<file path="src/rtl/cpu_pkg.sv">
// Shared definitions for the hardwired control unit: state encoding,
// opcode/ALU constants, IR field positions and the opcode decoder.
package cpu_pkg;

    typedef enum logic [2:0] {
        ST_RST  = 3'd0,
        ST_T0   = 3'd1,
        ST_T1   = 3'd2,
        ST_T2   = 3'd3,
        ST_T3   = 3'd4,
        ST_T4   = 3'd5,
        ST_T5   = 3'd6,
        ST_HALT = 3'd7
    } state_e;

    localparam logic [4:0] OP_ADD  = 5'b00011;
    localparam logic [4:0] OP_SUB  = 5'b00100;
    localparam logic [4:0] OP_AND  = 5'b01000;
    localparam logic [4:0] OP_OR   = 5'b01001;

    localparam logic [4:0] ALU_NOP = 5'b00000;
    localparam logic [4:0] ALU_ADD = 5'b00011;
    localparam logic [4:0] ALU_SUB = 5'b00100;
    localparam logic [4:0] ALU_AND = 5'b01001;
    localparam logic [4:0] ALU_OR  = 5'b01010;

    localparam int OPCODE_MSB = 31;
    localparam int OPCODE_LSB = 27;
    localparam int RA_MSB     = 26;
    localparam int RA_LSB     = 23;
    localparam int RB_MSB     = 22;
    localparam int RB_LSB     = 19;
    localparam int RC_MSB     = 18;
    localparam int RC_LSB     = 15;

    typedef struct packed {
        logic       legal;
        logic [4:0] aluop;
    } op_decode_t;

    // Opcode and ALU codes differ for AND/OR, so the mapping is explicit.
    function automatic op_decode_t decode_opcode(input logic [4:0] opcode);
        op_decode_t d;
        d.legal = 1'b1;
        d.aluop = ALU_NOP;
        case (opcode)
            OP_ADD:  d.aluop = ALU_ADD;
            OP_SUB:  d.aluop = ALU_SUB;
            OP_AND:  d.aluop = ALU_AND;
            OP_OR:   d.aluop = ALU_OR;
            default: d.legal = 1'b0;
        endcase
        return d;
    endfunction

endpackage

</file>
<file path="src/rtl/reg_select.sv">
// Select-and-encode stage: picks Ra/Rb/Rc from IR and produces one-hot
// register-file write and bus-drive enables.
module reg_select
    import cpu_pkg::*;
(
    input  logic [31:0] IR,
    input  logic        Gra,
    input  logic        Grb,
    input  logic        Grc,
    input  logic        Rin_en,
    input  logic        Rout_en,
    output logic [15:0] Rin,
    output logic [15:0] Rout
);

    logic [3:0]  regSel;
    logic [15:0] oneHot;
    logic        unused_ir;

    assign unused_ir = ^{IR[OPCODE_MSB:OPCODE_LSB], IR[RC_LSB-1:0]};

    // Priority among the selects only matters if the sequencer misbehaves.
    always_comb begin
        regSel = 4'd0;
        if (Gra) begin
            regSel = IR[RA_MSB:RA_LSB];
        end else if (Grb) begin
            regSel = IR[RB_MSB:RB_LSB];
        end else if (Grc) begin
            regSel = IR[RC_MSB:RC_LSB];
        end
        oneHot = 16'h0001 << regSel;
        Rin    = Rin_en  ? oneHot : 16'h0000;
        Rout   = Rout_en ? oneHot : 16'h0000;
    end

endmodule

</file>
<file path="src/rtl/control_sequencer.sv">
// Hardwired T0-T5 control unit for three-register ALU instructions, with
// retired-instruction counter and halt-on-request at instruction boundaries.
module control_sequencer
    import cpu_pkg::*;
(
    input  logic        Clock,
    input  logic        Clear,
    input  logic [31:0] IR,
    input  logic        Stop,
    output logic        PCout,
    output logic        Zlowout,
    output logic        MDRout,
    output logic        MARin,
    output logic        PCin,
    output logic        MDRin,
    output logic        IRin,
    output logic        Yin,
    output logic        Zin,
    output logic        IncPC,
    output logic        Read,
    output logic [4:0]  ALUop,
    output logic [15:0] Rin,
    output logic [15:0] Rout,
    output logic        Run,
    output logic        Illegal,
    output logic [15:0] InstrCount
);

    state_e      state_q;
    state_e      state_d;
    logic [15:0] count_q;
    op_decode_t  opDec;
    logic        gra;
    logic        grb;
    logic        grc;
    logic        rinEn;
    logic        routEn;

    assign opDec = decode_opcode(IR[OPCODE_MSB:OPCODE_LSB]);

    always_comb begin
        state_d = state_q;
        case (state_q)
            ST_RST:  state_d = ST_T0;
            ST_T0:   state_d = ST_T1;
            ST_T1:   state_d = ST_T2;
            ST_T2:   state_d = ST_T3;
            ST_T3:   begin
                if (opDec.legal) begin
                    state_d = ST_T4;
                end else begin
                    state_d = Stop ? ST_HALT : ST_T0;
                end
            end
            ST_T4:   state_d = ST_T5;
            ST_T5:   state_d = Stop ? ST_HALT : ST_T0;
            ST_HALT: state_d = ST_HALT;
            default: state_d = ST_RST;
        endcase
    end

    // Every T5 exit retires an instruction, whether it heads to T0 or HALT.
    always_ff @(posedge Clock or negedge Clear) begin
        if (!Clear) begin
            state_q <= ST_RST;
            count_q <= 16'h0000;
        end else begin
            state_q <= state_d;
            if (state_q == ST_T5) begin
                count_q <= count_q + 16'h0001;
            end
        end
    end

    always_comb begin
        PCout   = 1'b0;
        Zlowout = 1'b0;
        MDRout  = 1'b0;
        MARin   = 1'b0;
        PCin    = 1'b0;
        MDRin   = 1'b0;
        IRin    = 1'b0;
        Yin     = 1'b0;
        Zin     = 1'b0;
        IncPC   = 1'b0;
        Read    = 1'b0;
        ALUop   = ALU_NOP;
        Illegal = 1'b0;
        gra     = 1'b0;
        grb     = 1'b0;
        grc     = 1'b0;
        rinEn   = 1'b0;
        routEn  = 1'b0;
        Run     = 1'b0;
        case (state_q)
            ST_T0: begin
                Run   = 1'b1;
                PCout = 1'b1;
                MARin = 1'b1;
                IncPC = 1'b1;
                Zin   = 1'b1;
            end
            ST_T1: begin
                Run     = 1'b1;
                Zlowout = 1'b1;
                PCin    = 1'b1;
                Read    = 1'b1;
                MDRin   = 1'b1;
            end
            ST_T2: begin
                Run    = 1'b1;
                MDRout = 1'b1;
                IRin   = 1'b1;
            end
            ST_T3: begin
                Run     = 1'b1;
                grb     = 1'b1;
                routEn  = 1'b1;
                Yin     = 1'b1;
                Illegal = !opDec.legal;
            end
            ST_T4: begin
                Run    = 1'b1;
                grc    = 1'b1;
                routEn = 1'b1;
                Zin    = 1'b1;
                ALUop  = opDec.aluop;
            end
            ST_T5: begin
                Run     = 1'b1;
                Zlowout = 1'b1;
                gra     = 1'b1;
                rinEn   = 1'b1;
            end
            default: ;
        endcase
    end

    reg_select u_reg_select (
        .IR      (IR),
        .Gra     (gra),
        .Grb     (grb),
        .Grc     (grc),
        .Rin_en  (rinEn),
        .Rout_en (routEn),
        .Rin     (Rin),
        .Rout    (Rout)
    );

    assign InstrCount = count_q;

endmodule
</file>
<file path="config.mk">
export PLATFORM = sky130hd
export DESIGN_NAME = control_sequencer
export DESIGN_NICKNAME = d
export VERILOG_FILES = /design/src/rtl/cpu_pkg.sv /design/src/rtl/reg_select.sv /design/src/rtl/control_sequencer.sv
export SDC_FILE = /design/constraint.sdc
export NUM_CORES = 1
export LEC_CHECK = 0
export ABC_AREA = 1
export ABC_CLOCK_PERIOD_IN_PS = 1960
export BUFFER_PORTS_ARGS = -buffer_cell sky130_fd_sc_hd__clkbuf_2
export CELL_PAD_IN_SITES_DETAIL_PLACEMENT = 1
export CELL_PAD_IN_SITES_GLOBAL_PLACEMENT = 1
export CORE_MARGIN = 5
export CORE_UTILIZATION = 28
export CTS_CLUSTER_DIAMETER = 40
export CTS_CLUSTER_SIZE = 28
export DETAILED_ROUTE_END_ITERATION = 10
export PLACE_DENSITY_LB_ADDON = 0.05
export SYNTH_ARGS = -nofsm -noshare
export SYNTH_HDL_FRONTEND = slang
export SYNTH_HIERARCHICAL = 1
export SYNTH_SLANG_ARGS = --single-unit
</file>
<file path="constraint.sdc">
create_clock -name Clock -period 1.96 [get_ports Clock]
set_input_delay 0.294 -clock Clock [delete_from_list [all_inputs] [get_ports Clock]]
set_output_delay 0.294 -clock Clock [all_outputs]
set_load 0.02 [all_outputs]
</file>
==> results of run 1 <==
layout make-up:
type / instances / area share (%)
Multi-Input combinational cell: 190 / 42.01
Timing Repair Buffer: 115 / 31.32
Sequential cell: 19 / 16.64
Inverter: 34 / 4.952
Tap cell: 75 / 3.258
Clock buffer: 4 / 1.564
Timing Repair inverter: 1 / 0.2606
per-layer routing:
metal  routed length, µm  vias to the layer above  GRT usage, %
met5                   0                        -             0
met4                  71                        0         4.742
met3                 233                        7         1.798
met2                3191                       39         29.79
met1                2211                      932         16.84
li1                    -                     1005             -
synthesized netlist by cell type, drive strengths merged:
master | n | share of area (%)
clkbuf | 2 | 0.45
nand4 | 7 | 3.4
nor2 | 63 | 18
and2 | 1 | 0.37
buf | 8 | 3.8
xnor2 | 3 | 1.6
o21ai | 4 | 1.2
conb | 1 | 0.22
inv | 34 | 7.7
nor3 | 9 | 3.6
nand3 | 28 | 8.9
dfrtp | 19 | 28
nand3b | 1 | 0.45
or2 | 3 | 1.4
xor2 | 5 | 2.6
nand2 | 59 | 16
a21oi | 5 | 1.5
ha | 1 | 0.74
kinds of logic (layout without fill, tap and decap cells):
logic type               Yosys count  after routing
other                              1              1
AND/OR/NAND/NOR                  171            171
AO/OA/AOI/OAI                      9              9
buffers and inverters             44            154
XOR/XNOR                           8              8
flip-flops                        19             19
adder cells (fa/ha/maj)            1              1
per-stage QoR:
| step | area, µm² | instances | setup TNS [ns] |
|---|---|---|---|
| 2_1_floorplan | 1789 | 253 | -0.09704 |
| 3_3_place_gp | 2419 | 424 | -2.070 |
| 3_5_place_dp | 2419 | 424 | -2.983 |
| 4_1_cts | 2803 | 436 | -10.05 |
| 5_1_grt | 2880 | 438 | -13.84 |
| 6_report | 2880 | 438 | -9.582 |
repair_timing:
item,in CTS,in global routing
hold buffers,1,0
endpoints found under the hold margin,8,0
setup buffers,6,2
resized for setup,65,27
cloned,1,0
pin swaps,8,11
setup endpoints to repair,34,38
worst reg2reg max path, cell delays in order (launching register included):
cell and delay [ns]:
dfrtp_2 0.46, nand2_2 0.11, nor2_4 0.18, buf_6 0.15, nand3_2 0.10, nor2_2 0.20
nand2_1 0.08, nand2_1 0.06, nand2_1 0.05
power breakdown:
part	total (mW)	switching, mW	internal [mW]
Sequential	0.599	0.119	0.480
Combinational	3.12	1.86	1.26
Clock	0.274	0.129	0.145
registers in the layout, summed over array words and instances (netlist names):
name	flops
state_q	3
InstrCount	16
placed cells by master, fill, tap and decap left out, types with 3 or more instances in the layout:
| cell type | Yosys | layout |
|---|---|---|
| buf_12 | 0 | 4 |
| xor2_1 | 5 | 5 |
| clkbuf_2 | 0 | 49 |
| nand2_4 | 1 | 3 |
| nand3_1 | 26 | 13 |
| inv_4 | 1 | 4 |
| nand3_2 | 2 | 13 |
| nor2_2 | 4 | 27 |
| xnor2_1 | 3 | 3 |
| dfrtp_2 | 0 | 3 |
| buf_6 | 1 | 4 |
| nand2_1 | 53 | 50 |
| inv_1 | 29 | 26 |
| buf_4 | 7 | 32 |
| o21ai_0 | 3 | 3 |
| nand4_1 | 5 | 5 |
| inv_2 | 4 | 3 |
| nor2_1 | 52 | 23 |
| a21oi_1 | 5 | 5 |
| nor3_1 | 6 | 6 |
| clkbuf_4 | 0 | 10 |
| clkbuf_8 | 0 | 18 |
| dfrtp_1 | 19 | 16 |
| nor2_4 | 7 | 13 |
| nand2_2 | 3 | 4 |
how the worst max path moves through the flow:
stage / cells after the start / endpoint / from / slack [ns]
after global routing: 12 / Rin[5] / state_q[2] / -0.47
after floorplan: 12 / Rin[0] / state_q[2] / -0.03
final: 11 / Rin[12] / state_q[1] / -0.33
after detailed placement: 10 / Rin[15] / state_q[1] / -0.14
after CTS: 10 / Rout[9] / state_q[1] / -0.33
after global placement: 10 / Rin[15] / state_q[1] / -0.11
==> impl_metrics.yaml, run 1 <==
run_status:
  outcome: "finished with violations"
  violations: "setup timing"
placement:
  gp_congestion: 0.7266
  dpl_worst_slack_ns: -0.1403
  place.detailed.hpwl_um: 4381
  io_buffer_count: 84
critical_path:
  reg2reg_to: "InstrCount[13]"
  critical_path.cell_chain: "nor2_4 > inv_2 > nor2_4 > nand2_1 > nor2_1 > nor2_1 > nor2_4 > buf_12 > nand3_4 > nor3_4 > buf_6"
  end_kind: "output port"
  critPathTopFamily: "simple AND/OR/NAND/NOR gates"
  crit_buf_inv: 3
  worstPathRequired_ns: 1.67
  cpMostUsedCell: "nor2_4"
  r2r_start: "state_q[1]"
  r2r_cells: 8
  critPathSlowestCell: "dfrtp_2"
  worstPathArrival_ns: 1.99
  r2r_slack_ns: 0.48
  cp_max_fo: 8
  critPathKind: "register to output port"
  start_kind: "register"
  slowest_delay_ns: 0.47
die:
  io-pin-count: 101
  start_util_pct: 28.55
  core_um2: 5886
  die_x_um: 87.47
  rows: 28
  die_h_um: 87.47
  dieArea_um2: 7651
global_routing:
  grt_overflow_total: 0
  grt_pass1_wl_um: 9549
  grt_max_degree: 20
  antenna_found_initial: 0
  track_usage_pct: 15.27
  grt_pass1_vias: 2106
yosys:
  ys_seq_area_share_pct: 28.29
  synth_compound_area_share_pct: 2.681
  ys_types: 31
  synthSimpleGateAreaFrac_pct: 51.90
  synthCells: 253
  synth-seq-cells: 19
  synthMuxAreaShare_pct: 0
  syn_nets: 289
  synth_xor_area_share_pct: 4.170
  synth_top_family_by_area: "simple AND/OR/NAND/NOR gates"
  synth_area_um2: 1680
  synth_fa_ha_area_share_pct: 0.7446
  yosysWarnings: 6
  syn_area_per_cell_um2: 6.642
hold_path:
  min_from: "Stop"
  holdPathStages: 3
  hold_end: "state_q[1]"
  min_path_type: "input port to register"
final_layout:
  nNetsFinal: 400
  multi_input_area_um2: 1210
  n_fill_cell: 775
  drive_above_1_share_pct: 55.10
  final_util_pct: 48.94
  seq_area_um2: 479.2
  diodes: 0
  area_growth_pct: 71.41
power:
  p_per_area_nw_per_um2: 1387
  cellLeakagePower_nw: 1.366
  vdd_drop_max_v: 0.0009916
  p_total_mw: 3.996
sta:
  final_hold_viol_count: 0
  skew_ns: 0.002409
  finalWorstSetupSlack_ns: -0.3252
  slew_viol_final: 0
  timing.hold.ws_ns: 0.2670
  finalSetupViolCount: 34
  post-route-min-period_ns: 2.285
  rsz0062_at_grt: "true"
  fin_crit_sh_pct: 116.6
  fmax_mhz: 437.6
clocking:
  clkTransAtPathRegs_ns: 0.07
  clock_sinks: 19
  htreeDepth: 1
  tritoncts: "yes"
  cts_buffer_depth: 2
  numCtsBuffers: 3
  clk_latency_ns: 0.26
  cts_root_buffer: "clkbuf_8"
detailed_routing:
  ant_nets: 0
  vias: 1983
  wl_per_cell_um: 13.03
  drc_errors: 0
  drt-initial-drc-count: 18
  viasPerCell: 4.527
  drtPass1Iterations: 4
  routed_wl_um: 5707
run:
  drv_cap: 0
(Power assumes the default switching activity.)
==> run 2: changes to the inputs <==
- CORE_ASPECT_RATIO: not set -> 1.4
==> run 2 against run 1 <==
Net effect: the flow finishes with violations (hold timing, setup timing); first-iteration DRC count up 100%; highest routed layer unchanged; final cell count down 0.68%; critical path depth down 1; clock power about the same; routed wire length up 5.4%; core utilization up 2.3 points; register-to-register slack worse by 0.15 ns.
==> impl_metrics.yaml, run 2 (same netlist as run 1, synthesis figures left out) <==
die:
  start_util_pct: 28.66
  rows: 33
  die_h_um: 101.7
  dieArea_um2: 7672
  io-pin-count: 101
  die_x_um: 75.47
  core_um2: 5863
power:
  cellLeakagePower_nw: 1.383
  vdd_drop_max_v: 0.001014
  p_per_area_nw_per_um2: 1388
global_routing:
  grt_pass1_vias: 2102
  grt_pass1_wl_um: 9653
  grt_overflow_total: 0
  antenna_found_initial: 0
  grt_max_degree: 20
  track_usage_pct: 15.92
sta:
  finalWorstSetupSlack_ns: -0.3419
  finalSetupViolCount: 34
  rsz0062_at_grt: "true"
  fin_setup_tns_ns: -10.01
  fmax_mhz: 434.4
  final_hold_viol_count: 19
  skew_ns: 0.007601
  fin_crit_sh_pct: 117.4
  slew_viol_final: 0
  timing.hold.ws_ns: -0.01243
  post-route-min-period_ns: 2.302
placement:
  gp_congestion: 0.7424
  place.detailed.hpwl_um: 4494
  io_buffer_count: 84
run:
  drv_cap: 0
final_layout:
  area_growth_pct: 78.93
  nNetsFinal: 402
  layout.cells.most_common: "clkbuf_2"
  diodes: 0
  drive_above_1_share_pct: 57.53
  n_fill_cell: 745
  final_cell_mix: "49 x clkbuf_2, 48 x nand2_1, 32 x buf_4"
  largest_reg_flops: 16
detailed_routing:
  wl_per_cell_um: 13.83
  routed_wl_um: 6015
  ant_nets: 0
  drtPass1Iterations: 2
  viasPerCell: 4.598
  drc_errors: 0
  drt-initial-drc-count: 36
  vias: 2000
clocking:
  clock_sinks: 19
  numCtsBuffers: 3
  cts_buffer_depth: 2
  clk_latency_ns: 0.26
  cts_root_buffer: "clkbuf_8"
  htreeDepth: 1
  tritoncts: "yes"
  clkTransAtPathRegs_ns: 0.08
critical_path:
  start_kind: "register"
  cp_max_fo: 6
  critPathSlowestCell: "dfrtp_2"
  critPathKind: "register to output port"
  end_kind: "output port"
  worstPathRequired_ns: 1.67
  slowest_delay_ns: 0.47
  critical_path.cell_chain: "nor2_4 > inv_2 > nor2_4 > nand3_2 > nand2_4 > nand2_8 > nor2_4 > nand3_2 > nor2_2 > clkbuf_8"
  cpMostUsedCell: "nor2_4"
  worstPathArrival_ns: 2.01
run_status:
  outcome: "finished with violations"
  violations: "hold timing, setup timing"
hold_path:
  min_path_type: "input port to asynchronous set/reset pin"
[run 2: area by class of cell]
class | count | area [µm²] | share of cell area [%]
repair buffers | 117 | 959.7 | 31.92
inverters | 34 | 142.6 | 4.744
well taps | 70 | 87.58 | 2.913
repair inverters | 1 | 7.507 | 0.2497
clock buffers | 4 | 45.04 | 1.498
multi-input cells | 190 | 1286 | 42.78
flip-flops and latches | 19 | 478.0 | 15.90
[run 2: per-layer routing]
metal	vias up	share of wire [%]	track usage (%)
li1	1009	-	-
met1	953	38	18.36
met3	2	3.6	1.688
met4	0	0.91	4.845
met2	36	58	29.74
met5	-	0	0
[run 2: power breakdown]
group	total [mW]	switching, mW	internal [mW]
clock network	0.277	0.133	0.144
logic	3.30	1.99	1.31
registers	0.601	0.123	0.478
[run 2: final timing paths]
check / from / end / slack (ns) / cells past startpoint
min in group Clock: Stop / state_q[1] / 0.28 / 3
worst max register to register: state_q[0] / InstrCount[13] / 0.33 / 9
max in group asynchronous: Clear / state_q[1] / 1.61 / 1
worst min register to register: InstrCount[15] / InstrCount[15] / 0.49 / 2
worst min-delay path: Clear / InstrCount[4] / -0.01 / 1
worst max-delay path: state_q[1] / Rout[14] / -0.34 / 10
[run 2: through the flow]
step	cells	setup slack, ns	cell area [µm²]	util, %	total power, mW
2_1_floorplan	253	-0.02703	1789	-	2.275
3_3_place_gp	418	-0.1734	2392	40.80	3.082
3_5_place_dp	418	-0.1755	2392	40.80	3.109
4_1_cts	430	-0.3392	2912	49.66	3.984
5_1_grt	435	-0.4875	3007	51.28	4.477
6_report	435	-0.3419	3007	51.28	4.175
[run 2: what timing repair did]
action | in CTS | in global routing
setup buffers | 7 | 5
cloned | 1 | 0
pin swaps | 10 | 12
endpoints found under the setup margin | 34 | 38
gates resized for setup | 95 | 15
hold buffers | 0 | 0
[run 2: worst max-delay path: cells and delay by family (launching register included)]
family                 cells  cell delay, ns
and+or+nand+nor            8            1.07
DFF                        1            0.47
buffers and inverters      2            0.20
